**src/rtl/proc_pkg.sv**
```systemverilog
// proc_pkg: shared state encoding and default sizing for the fetch sequencer
package proc_pkg;
    localparam int PROC_ADDR_W      = 4;
    localparam int PROC_ACK_TIMEOUT = 8;
    typedef enum logic [2:0] {
        ST_IDLE, ST_CLEAR, ST_FETCH, ST_LOAD, ST_EXEC, ST_UPDATE, ST_HALTED, ST_FAULT
    } state_e;
    function automatic logic is_busy(input state_e s);
        return !(s == ST_IDLE || s == ST_HALTED);
    endfunction
endpackage

```
**src/rtl/fetch_seq_if.sv**
```systemverilog
// fetch_seq_if: control/status bundle between the fetch sequencer and its PC, memory and execute neighbours
interface fetch_seq_if
    import proc_pkg::*;
#(
    parameter int ADDR_W = PROC_ADDR_W
);
    logic              start, halt, mem_ack, exec_done, branch_taken;
    logic [ADDR_W-1:0] branch_target, pc_value, pc_datain;
    logic              pc_inc, pc_write_en, pc_clear, mem_req, ir_load, busy, fault, wrapped;
    modport master (
        input  start, halt, mem_ack, exec_done, branch_taken, branch_target, pc_value,
        output pc_inc, pc_write_en, pc_clear, pc_datain, mem_req, ir_load, busy, fault, wrapped
    );
    modport slave (
        output start, halt, mem_ack, exec_done, branch_taken, branch_target, pc_value,
        input  pc_inc, pc_write_en, pc_clear, pc_datain, mem_req, ir_load, busy, fault, wrapped
    );
endinterface

```
**src/rtl/ack_timer.sv**
```systemverilog
// ack_timer: saturating wait counter; expired flags the cycle on which LIMIT enabled cycles are reached
module ack_timer #(
    parameter int LIMIT = 8
) (
    input  logic clk,
    input  logic reset_n,
    input  logic clear,
    input  logic en,
    output logic expired
);
    localparam int CW = $clog2(LIMIT + 1);
    logic [CW-1:0] cnt_q, cnt_d;
    always_comb cnt_d = clear ? '0 : (en && cnt_q != CW'(LIMIT)) ? cnt_q + 1'b1 : cnt_q;
    assign expired = en && cnt_q == CW'(LIMIT - 1);
    always_ff @(posedge clk) begin
        if (!reset_n) cnt_q <= '0;
        else          cnt_q <= cnt_d;
    end
endmodule

```
**src/rtl/fetch_seq.sv**
```systemverilog
// fetch_seq: fetch/execute sequencer driving PC, instruction memory and IR controls
// All outputs are flops loaded from the next state, so they line up with the state they belong to.
module fetch_seq
    import proc_pkg::*;
#(
    parameter int ADDR_W      = PROC_ADDR_W,
    parameter int ACK_TIMEOUT = PROC_ACK_TIMEOUT
) (
    input  logic        clk,
    input  logic        reset_n,
    fetch_seq_if.master bus
);
    state_e            state_q, state_d;
    logic              taken_q, taken_d, halt_seen_q, halt_seen_d, expired;
    logic [ADDR_W-1:0] target_q, target_d;
    logic pc_inc_q, pc_inc_d, pc_we_q, pc_we_d, pc_clear_q, pc_clear_d;
    logic mem_req_q, mem_req_d, ir_load_q, ir_load_d, busy_q, busy_d;
    logic fault_q, fault_d, wrapped_q, wrapped_d;

    ack_timer #(.LIMIT(ACK_TIMEOUT)) u_timer (
        .clk     (clk),
        .reset_n (reset_n),
        .clear   (state_q != ST_FETCH),
        .en      (state_q == ST_FETCH && !bus.mem_ack),
        .expired (expired)
    );

    always_comb begin
        state_d = state_q;
        case (state_q)
            ST_IDLE:   state_d = bus.start ? ST_CLEAR : ST_IDLE;
            ST_CLEAR:  state_d = ST_FETCH;
            ST_FETCH:  state_d = bus.mem_ack ? ST_LOAD : expired ? ST_FAULT : ST_FETCH;
            ST_LOAD:   state_d = ST_EXEC;
            ST_EXEC:   state_d = bus.exec_done ? ST_UPDATE : ST_EXEC;
            ST_UPDATE: state_d = (halt_seen_q || bus.halt) ? ST_HALTED : ST_FETCH;
            default:   state_d = state_q;
        endcase
        taken_d     = (state_q == ST_EXEC && bus.exec_done) ? bus.branch_taken : taken_q;
        target_d    = (state_q == ST_EXEC && bus.exec_done) ? bus.branch_target : target_q;
        // halt is remembered per instruction and forgotten once its UPDATE is done
        halt_seen_d = (state_q == ST_UPDATE) ? 1'b0
                    : halt_seen_q || (bus.halt && state_q inside {ST_FETCH, ST_LOAD, ST_EXEC});
        pc_inc_d    = state_d == ST_UPDATE && !taken_d;
        pc_we_d     = state_d == ST_UPDATE && taken_d;
        pc_clear_d  = state_d == ST_CLEAR;
        mem_req_d   = state_d == ST_FETCH;
        ir_load_d   = state_d == ST_LOAD;
        busy_d      = is_busy(state_d);
        fault_d     = fault_q || state_d == ST_FAULT;
        wrapped_d   = wrapped_q || (pc_inc_q && &bus.pc_value);
    end

    always_ff @(posedge clk) begin
        if (!reset_n) begin
            state_q     <= ST_IDLE;
            taken_q     <= 1'b0;
            target_q    <= '0;
            halt_seen_q <= 1'b0;
            pc_inc_q    <= 1'b0;
            pc_we_q     <= 1'b0;
            pc_clear_q  <= 1'b0;
            mem_req_q   <= 1'b0;
            ir_load_q   <= 1'b0;
            busy_q      <= 1'b0;
            fault_q     <= 1'b0;
            wrapped_q   <= 1'b0;
        end else begin
            state_q     <= state_d;
            taken_q     <= taken_d;
            target_q    <= target_d;
            halt_seen_q <= halt_seen_d;
            pc_inc_q    <= pc_inc_d;
            pc_we_q     <= pc_we_d;
            pc_clear_q  <= pc_clear_d;
            mem_req_q   <= mem_req_d;
            ir_load_q   <= ir_load_d;
            busy_q      <= busy_d;
            fault_q     <= fault_d;
            wrapped_q   <= wrapped_d;
        end
    end

    assign bus.pc_inc      = pc_inc_q;
    assign bus.pc_write_en = pc_we_q;
    assign bus.pc_clear    = pc_clear_q;
    assign bus.pc_datain   = target_q;
    assign bus.mem_req     = mem_req_q;
    assign bus.ir_load     = ir_load_q;
    assign bus.busy        = busy_q;
    assign bus.fault       = fault_q;
    assign bus.wrapped     = wrapped_q;
endmodule
```
**src/flat_wrapper.sv**
```systemverilog
// flat-port wrapper written by rule: the top's interface ports become plain ports
module fetch_seq_flat import proc_pkg::*;
#(
    parameter int ADDR_W      = PROC_ADDR_W,
    parameter int ACK_TIMEOUT = PROC_ACK_TIMEOUT
)
  (clk, reset_n, bus_start, bus_halt, bus_mem_ack, bus_exec_done, bus_branch_taken, bus_branch_target, bus_pc_value, bus_pc_inc, bus_pc_write_en, bus_pc_clear, bus_pc_datain, bus_mem_req, bus_ir_load, bus_busy, bus_fault, bus_wrapped);
  fetch_seq_if #(.ADDR_W(ADDR_W)) bus_i ();
  input  logic clk;
  input  logic reset_n;
  input wire logic [$bits(bus_i.start)-1:0] bus_start;
  input wire logic [$bits(bus_i.halt)-1:0] bus_halt;
  input wire logic [$bits(bus_i.mem_ack)-1:0] bus_mem_ack;
  input wire logic [$bits(bus_i.exec_done)-1:0] bus_exec_done;
  input wire logic [$bits(bus_i.branch_taken)-1:0] bus_branch_taken;
  input wire logic [$bits(bus_i.branch_target)-1:0] bus_branch_target;
  input wire logic [$bits(bus_i.pc_value)-1:0] bus_pc_value;
  output wire logic [$bits(bus_i.pc_inc)-1:0] bus_pc_inc;
  output wire logic [$bits(bus_i.pc_write_en)-1:0] bus_pc_write_en;
  output wire logic [$bits(bus_i.pc_clear)-1:0] bus_pc_clear;
  output wire logic [$bits(bus_i.pc_datain)-1:0] bus_pc_datain;
  output wire logic [$bits(bus_i.mem_req)-1:0] bus_mem_req;
  output wire logic [$bits(bus_i.ir_load)-1:0] bus_ir_load;
  output wire logic [$bits(bus_i.busy)-1:0] bus_busy;
  output wire logic [$bits(bus_i.fault)-1:0] bus_fault;
  output wire logic [$bits(bus_i.wrapped)-1:0] bus_wrapped;
  assign bus_i.start = bus_start;
  assign bus_i.halt = bus_halt;
  assign bus_i.mem_ack = bus_mem_ack;
  assign bus_i.exec_done = bus_exec_done;
  assign bus_i.branch_taken = bus_branch_taken;
  assign bus_i.branch_target = bus_branch_target;
  assign bus_i.pc_value = bus_pc_value;
  assign bus_pc_inc = bus_i.pc_inc;
  assign bus_pc_write_en = bus_i.pc_write_en;
  assign bus_pc_clear = bus_i.pc_clear;
  assign bus_pc_datain = bus_i.pc_datain;
  assign bus_mem_req = bus_i.mem_req;
  assign bus_ir_load = bus_i.ir_load;
  assign bus_busy = bus_i.busy;
  assign bus_fault = bus_i.fault;
  assign bus_wrapped = bus_i.wrapped;
  fetch_seq #(.ADDR_W(ADDR_W), .ACK_TIMEOUT(ACK_TIMEOUT)) u_core (.clk(clk), .reset_n(reset_n), .bus(bus_i));
endmodule
```
**config.mk**
```make
export PLATFORM = sky130hd
export DESIGN_NAME = fetch_seq_flat
export DESIGN_NICKNAME = d
export VERILOG_FILES = /design/src/rtl/proc_pkg.sv /design/src/rtl/fetch_seq_if.sv /design/src/rtl/ack_timer.sv /design/src/rtl/fetch_seq.sv /design/src/flat_wrapper.sv
export SDC_FILE = /design/constraint.sdc
export NUM_CORES = 1
export LEC_CHECK = 0
export CAP_MARGIN = 20
export CORE_MARGIN = 5
export CORE_UTILIZATION = 48
export CTS_CLUSTER_DIAMETER = 50
export DETAILED_ROUTE_END_ITERATION = 12
export HOLD_SLACK_MARGIN = 0.12
export PLACE_DENSITY = 0.82
export SYNTH_ARGS = -nofsm -noshare
export SYNTH_HDL_FRONTEND = slang
export SYNTH_SLANG_ARGS = --single-unit
```
**constraint.sdc**
```tcl
create_clock -name clk -period 2.82 [get_ports clk]
set_input_delay 0.423 -clock clk [delete_from_list [all_inputs] [get_ports clk]]
set_output_delay 0.423 -clock clk [all_outputs]
set_load 0.02 [all_outputs]
```
# Word level (Yosys, flattened, before mapping)
# Index checks and enable logic that the tools add are counted.
# Widths: inputs -> output; s select.
[classes]
reduce_logical = 22
multipliers = 0
eq_ne = 14
bitwise_logic = 1
mux = 7
n_div = 0
order_cmp = 0
shifts = 0
addsub = 1
[op_table]
columns = ["operator", "count"]
rows = [
  ["$pmux 3 s6", 1],
  ["$eq 3x3->1 const B", 5],
  ["$eq 3x2->1 const B", 4],
  ["$mux 3", 3],
  ["$logic_and 1x1->1", 8],
  ["$eq 3x1->1 const B", 2],
  ["$logic_not 3->1", 2],
  ["$logic_or 1x1->1", 5],
  ["$add 4x1->4 const B", 1],
  ["$eq 4x3->1 const B", 1],
  ["$ne 4x4->1 const B", 1],
  ["$reduce_and 4->1", 1],
  ["$reduce_or 2->1", 2],
  ["$logic_not 1->1", 3],
  ["$mux 1", 3],
  ["$ne 3x2->1 const B", 1],
  ["$reduce_bool 3->1", 1],
  ["$not 1->1", 1],
]
[totals]
wordCells = 58
reg_bits = 21
memories = 0
latchBits = 0
in_bits = 15
mem_bits_ro = 0
mem_bits_rw = 0

# Logic depth before layout (Yosys ltp)
# Gate-level depths: netlist (run 1).
[depth]
word_depth = 9
depth_mapped = 6

# Hierarchy
# Synthesis (run 1) repeated with hierarchy kept, for this count alone.
[hier_totals]
cells_unflattened = 103
hier_area_um2 = 914.6
[modules_own_cells]
columns = ["module", "instances", "area_each_um2", "cells_per_inst", "seq_area_each_um2"]
rows = [
  ["fetch_seq", 1, 701.9, 78, 320.3],
  ["ack_timer", 1, 212.7, 25, 80.1],
]

# Worst setup path before layout (run 1)
# No wires, ideal clock.
[synth_timing]
kind = "register to register"
startpoint = "reg u_core.state_q[0]"
endpoint = "reg u_core.busy_q (netlist: u_core.bus.busy)"
synth_period_minus_slack_ps = 1562
slack_ps = 1258
t_arrival_ps = 1448
stages_incl_launch_ff = 5
t_required_ps = 2706
path_cell_list = "dfxtp_1 or3b_1 a221o_2 xnor2_1 a21o_1"
[synth_via]
elab_chain_cells = 9
[synth_rtl]
columns = ["item", "line_no", "rtl"]
rows = [
  ["start, declared", "fetch_seq.sv:13", "state_e state_q, state_d;"],
  ["start signal, assigned", "fetch_seq.sv:69", "state_q <= state_d;"],
  ["$eq 3x2->1", "fetch_seq.sv:24, fetch_seq.sv:30", ""],
  ["$logic_and 1x1->1", "fetch_seq.sv:24", ".en (state_q == ST_FETCH && !bus.mem_ack),"],
  ["$logic_and 1x1->1", "ack_timer.sv:14", "assign expired = en && cnt_q == CW'(LIMIT - 1);"],
  ["$mux 3 (2 in a row)", "fetch_seq.sv:33", "ST_FETCH: state_d = bus.mem_ack ? ST_LOAD : expired ? ST_FAULT : ST_FETCH;"],
  ["$pmux 3 s6 (*)", "fetch_seq.sv:30", "case (state_q)"],
  ["$eq 3x3->1 or $logic_not 3->1 (tied branches)", "proc_pkg.sv:9", "return !(s == ST_IDLE || s == ST_HALTED);"],
  ["$logic_or 1x1->1 (*)", "proc_pkg.sv:9", ""],
  ["$logic_not 1->1 (*)", "proc_pkg.sv:9", ""],
  ["end signal, assigned", "fetch_seq.sv:78", "busy_q <= busy_d;"],
  ["end, declared", "fetch_seq.sv:17", "logic mem_req_q, mem_req_d, ir_load_q, ir_load_d, busy_q, busy_d;"],
]
# Mark *: on every way between the ends. The rest lies on a longest branch, timed or not.
# A chain may end at the register's enable or synchronous reset.

# Worst setup path after layout (run 1)
[layout_timing]
startpoint = "in bus_halt"
endpoint = "reg u_core.busy_q (netlist: u_core.bus.busy)"
[layout_via]
elab_chain_cells = 6
[layout_rtl]
columns = ["item", "line_no", "rtl"]
rows = [
  ["start, declared", "flat_wrapper.sv:12", "input wire logic [$bits(bus_i.halt)-1:0] bus_halt;"],
  ["$logic_or 1x1->1 (*)", "fetch_seq.sv:36", "ST_UPDATE: state_d = (halt_seen_q || bus.halt) ? ST_HALTED : ST_FETCH;"],
  ["$mux 3 (*)", "fetch_seq.sv:36", ""],
  ["$pmux 3 s6 (*)", "fetch_seq.sv:30", ""],
  ["$eq 3x3->1 or $logic_not 3->1 (tied branches)", "proc_pkg.sv:9", ""],
  ["$logic_or 1x1->1 (*)", "proc_pkg.sv:9", ""],
  ["$logic_not 1->1 (*)", "proc_pkg.sv:9", ""],
]
# Marked as above.

==> flow_summary.ini, run 1 <==
[status]
status = finished, final reports clean

[synthesis]
synth_cell_types = 31
synthArstFlopShare = 0
netlist_area_um2 = 870
post-synth-top-area-cell = dfxtp_1
synthFlopType = dfxtp_1
yosysWarnings = 0
ys_seq_area_frac = 0.483
synthCells = 90
synthDominantCellAreaShare = 0.483
synth_area_per_cell_um2 = 9.66
synth_fp_nets = 107
yosysMostFrequentCell = dfxtp_1
netlist_top_cells_count = dfxtp_1 (21), nor2_1 (14), mux2i_1 (6), inv_1 (4), o21ai_0 (4)
synth_edf_count = 0
synth-seq-cells = 21
synth_area_leaders = dfxtp_1 (48%), mux2i_1 (6.9%), nor2_1 (6.0%)

[timing]
fin_skew_ns = 0.00873
worst_pin_slew_ns = 0.396
fin_crit_sh = 0.600
fmax_mhz = 591
timing.final.hold_violations = 0
grt_setup_unrepaired = false
finalSetupTns_ns = 0
finalMaxSlewViolations = 0
setup_viol = 0
relSlewSlack = 0.735
min_period_ns = 1.69
holdWs_ns = 0.501

[layout]
layout.cells.non_filler = 142
multi_input_area_um2 = 420
fillCellCount = 153
n_antenna_cell = 0
fin_nets = 135
drive_above_1_share = 0.0598
final_cell_area_um2 = 1170
syn2layout_area_growth_pct = 35.1
seqCellArea_um2 = 420

[worst_hold_path]
hold_path.class = reg2reg
min_from = u_core.bus.fault

[detailed_routing]
firstDrtPassIters = 4
vias_per_cell = 5.04
drt_iter0_drc = 4
via_count = 716
drcViolationCount = 0
drt-total-wl_um = 1810
wire_per_inst_um = 12.8
drtAntennaViolNets = 0

[critical_path]
crit_fanout = 6
cp-startpoint = bus_halt
path_cells = clkdlybuf4s50_1, or3b_1, a221o_2, xnor2_1, a21o_1
crit_path_top_delay_cell = clkdlybuf4s50_1
critPathCaptureType = register
path_class = in2reg
cp.required_ns = 3.03
r2r-start = u_core.state_q[0]
startpoint_type = primary input
max_stage_delay_ns = 0.42
crit_arrival_ns = 1.90

[global_route]
grt_max_degree = 13
grtUsageTotal = 0.139
grt_overflow = 0
grt_pass1_wl_um = 2930
antenna_found_initial = 0
grt_pass1_vias = 687

[placed_design]
dp_hpwl_um = 1380
dpl.cell_count = 138
io_buffers = 26
gp_congestion = 0.772
dpl-instance-area_um2 = 1150

[floorplan]
rows = 15
die_h_um = 52.6
dieWidth_um = 52.6
start_util = 0.504
core_um2 = 1730
die-area_um2 = 2760
pin_count = 27

[clock_tree]
clock_sinks = 21
ctsHoldBuffers = 0
postCtsSetupRepairBufs = 0
cts-root-buf = clkbuf_4
clk_pin_slew_ns = 0.12
cts_tree = done
post_cts_resized = 0
htreeDepth = 1
cts_buffers = 3
insertion_delay_ns = 0.31
ctsLongestPathBuffers = 2

[power_and_ir_drop]
finalPower_mw = 0.566
pwr_density_cell_nw_per_um2 = 482
vdd_drop_max_mv = 0.259
p_leak_nw = 0.448

[job]
cap_violations = 0
## where the power goes
group	leakage (nW)	switching, mW	internal, mW
clock network	0.0177	0.0945	0.0529
registers	0.170	0.0113	0.310
logic	0.260	0.0451	0.0528
## worst paths after layout
path	endpoint	slack [ns]	cells after the start
setup / recovery	u_core.bus.busy	1.13	5
hold / removal	u_core.bus.fault	0.50	1
setup reg to reg	u_core.bus.busy	1.13	4
hold reg to reg	u_core.bus.fault	0.50	1
## routing by layer
metal  wire length (µm)  GRT usage
met1                769      0.166
met3                 88     0.0370
met5                  0          0
met2                953      0.248
met4                  0     0.0255
## area by class of cell
| type | count | area share |
|---|---|---|
| repair buffers | 26 | 0.222 |
| flip-flops and latches | 21 | 0.358 |
| clock buffers | 3 | 0.0192 |
| clock inverters | 1 | 0.00426 |
| well taps | 25 | 0.0266 |
| inverters | 4 | 0.0128 |
| multi-input cells | 62 | 0.358 |
## logic make-up after synthesis
logic type      Yosys count  share of synthesized area
flops                    21                      0.483
buf+inv                   7                     0.0331
simple gates             35                      0.220
xor+xnor                  4                     0.0403
mux                       6                     0.0691
fa+ha+maj                 2                     0.0288
compound gates           15                      0.125
## critical path, delay by kind of cell
family	cells	cell delay [ns]
AND/OR/NAND/NOR	1	0.35
XOR/XNOR	1	0.14
AO/OA/AOI/OAI	2	0.57
buffers and inverters	1	0.42
## per-stage QoR
stage / worst slack [ns] / utilization
2_1_floorplan: 1.26 / -
3_3_place_gp: 0.817 / 0.664
5_1_grt: 1.07 / 0.680
4_1_cts: 1.12 / 0.680
6_report: 1.13 / 0.680
3_5_place_dp: 0.804 / 0.664
## layout by cell type, fill, tap and decap left out, types with 2 or more instances in the layout
cell,Yosys,layout
clkdlybuf4s50_1,0,26
a21o_1,2,2
and2_1,3,3
a21oi_1,2,2
clkbuf_4,0,3
and3_1,3,3
ha_1,2,2
nor2b_1,2,2
nand2_1,3,3
xor2_1,2,2
inv_1,4,4
xnor2_1,2,2
a31oi_1,2,2
mux2i_1,6,6
nand3_1,2,2
nor2_1,14,14
dfxtp_1,21,21
o21ai_0,4,4
Power figures use the tool's default switching activity.
==> run 2: changes to the inputs <==
- CORE_UTILIZATION: 48 -> 44
- PLACE_DENSITY: 0.82 -> 0.76
- clock period: 2.82 -> 1.65 ns (I/O delays scaled with it)
==> run 2 against run 1 <==
Net effect: critical path depth is the same; sequential share of layout area shrank 1.4 points; non-clock buffer count is 6 higher; combinational power is 95% higher; routed wire length increased by 7.5%; cell count up 5.6%; power up 73%; clock power grew 68%; worst setup slack lost 1.0 ns; sequential cell count did not move; critical path type is now reg2reg; highest routed layer is now met4.
==> flow_summary.ini, run 2 (same netlist as run 1, synthesis figures left out) <==
[detailed_routing]
drt_iter0_drc = 3
drtAntennaViolNets = 0
drcViolationCount = 0
firstDrtPassIters = 4
vias_per_cell = 5.03
via_count = 755
wire_per_inst_um = 13.0
drt-total-wl_um = 1950

[power_and_ir_drop]
p_leak_nw = 0.476
p_int_mw = 0.726
p_sw_frac = 0.260
p_comb_frac = 0.195
seqPwrFrac = 0.554
switchingPower_mw = 0.255
vdd_drop_max_mv = 0.604
pwr_density_cell_nw_per_um2 = 803
finalPower_mw = 0.981
clkPwrFrac = 0.252

[worst_hold_path]
hold_depth = 2
min_from = u_core.bus.wrapped
hold_path.class = reg2reg
whs_endpoint = u_core.bus.wrapped

[clock_tree]
clk_pin_slew_ns = 0.11
cts_buffers = 3
insertion_delay_ns = 0.30
htreeDepth = 1
cts-root-buf = clkbuf_4
clock_sinks = 21
postCtsSetupRepairBufs = 0
ctsLongestPathBuffers = 2
cts_tree = done

[critical_path]
cp.required_ns = 1.86
critPathCaptureType = register
crit_buf_inv = 0
path_class = reg2reg
startpoint_type = register
rr_worst_depth = 5
max_stage_delay_ns = 0.41
r2r-end = u_core.bus.busy
r2r-start = u_core.u_timer.cnt_q[0]
crit_arrival_ns = 1.77
path_cells = ha_1, and3b_1, a221o_2, xnor2_1, a21o_1
crit_fanout = 6
crit_path_top_delay_cell = a221o_2
crit_family = compound AO/OA/AOI/OAI gates
worst-r2r-setup-slack_ns = 0.09

[placed_design]
io_buffers = 26
dp_hpwl_um = 1490
gp_congestion = 0.797

[status]
status = finished, final reports clean

[layout]
finish.utilization = 0.635
final_common_cell = clkdlybuf4s50_1
n_antenna_cell = 0
final_cell_mix = clkdlybuf4s50_1 (26), dfxtp_1 (21), nor2_1 (14)
syn2layout_area_growth_pct = 40.4
seqCellArea_um2 = 420
drive_above_1_share = 0.0976
fillCellCount = 185
multi_input_area_um2 = 420
fin_nets = 141

[floorplan]
die_h_um = 54.5
rows = 16
dieWidth_um = 54.5
core_um2 = 1920
start_util = 0.452
pin_count = 27
die-area_um2 = 2970

[timing]
timing.final.hold_violations = 0
grt_setup_unrepaired = true
min_period_ns = 1.56
fin_crit_sh = 0.945
finalMaxSlewViolations = 0
worst_pin_slew_ns = 0.371
fin_skew_ns = 0.00109
fmax_mhz = 641
setup_viol = 0
relSlewSlack = 0.750

[global_route]
grt_pass1_wl_um = 3100
grt_pass1_vias = 739
antenna_found_initial = 0
grt_max_degree = 12
grt_overflow = 0
grtUsageTotal = 0.147

[job]
cap_violations = 0
run 2: changes by cell type in the layout (fill, tap and decap cells not counted):
| cell | delta |
|---|---|
| clkbuf_1 | +1 |
| buf_4 | +6 |
| clkinv_2 | -1 |
run 2: metrics by stage:
stage / setup slack (ns) / std cells / cell area, µm² / hold slack (ns) / setup TNS [ns]
6_report: 0.0906 / 150 / 1220 / 0.491 / 0
3_3_place_gp: -0.188 / 146 / 1190 / 0.447 / -0.521
2_1_floorplan: 0.0877 / 90 / 870 / 0.358 / 0
5_1_grt: -0.0213 / 150 / 1220 / 0.545 / -0.0213
3_5_place_dp: -0.209 / 146 / 1190 / 0.471 / -0.638
4_1_cts: 0.0560 / 150 / 1220 / 0.498 / 0
run 2: final cells by class:
type | instances | share of cell area
repair buffers | 32 | 0.250
well taps | 27 | 0.0277
inverters | 4 | 0.0123
multi-input cells | 62 | 0.344
clock buffers | 4 | 0.0215
flip-flops and latches | 21 | 0.344
run 2: timing repair:
action                                  CTS  global route
endpoints found under the setup margin    0             2
resized for setup                         0             0
hold buffers                              0             0
run 2: worst register-to-register path, delay by kind of cell, from the launching register on:
family	cells	cell delay (ns)
flip-flops	1	0.35
XOR/XNOR	1	0.14
adder cells (fa/ha/maj)	1	0.22
AO/OA/AOI/OAI	2	0.58
AND/OR/NAND/NOR	1	0.18
run 2: worst max path at each step:
stage | startpoint | end | cells past startpoint
after floorplan | u_core.state_q[0] | u_core.bus.busy | 4
after global placement | bus_halt | u_core.bus.busy | 5
after detailed placement | bus_halt | u_core.bus.busy | 5
after CTS | u_core.u_timer.cnt_q[0] | u_core.bus.busy | 5
after global routing | u_core.state_q[0] | u_core.bus.ir_load | 5
final | u_core.u_timer.cnt_q[0] | u_core.bus.busy | 5
run 2: layer usage:
layer,vias to the layer above,part of all wire,global-route usage,routed length [µm]
met3,4,0.026,0.0245,50
met4,0,0.012,0.0622,23
li1,380,-,-,-
met1,358,0.43,0.159,842
met2,13,0.53,0.277,1030
met5,-,0,0,0
run 2: power groups by stage:
stage               Clock [mW]  Sequential, mW  Combinational, mW
floorplan                    0           0.569             0.0830
global placement             0           0.553              0.186
detailed placement           0           0.554              0.192
CTS                      0.254           0.543              0.193
global route             0.275           0.546              0.208
finish                   0.247           0.543              0.191
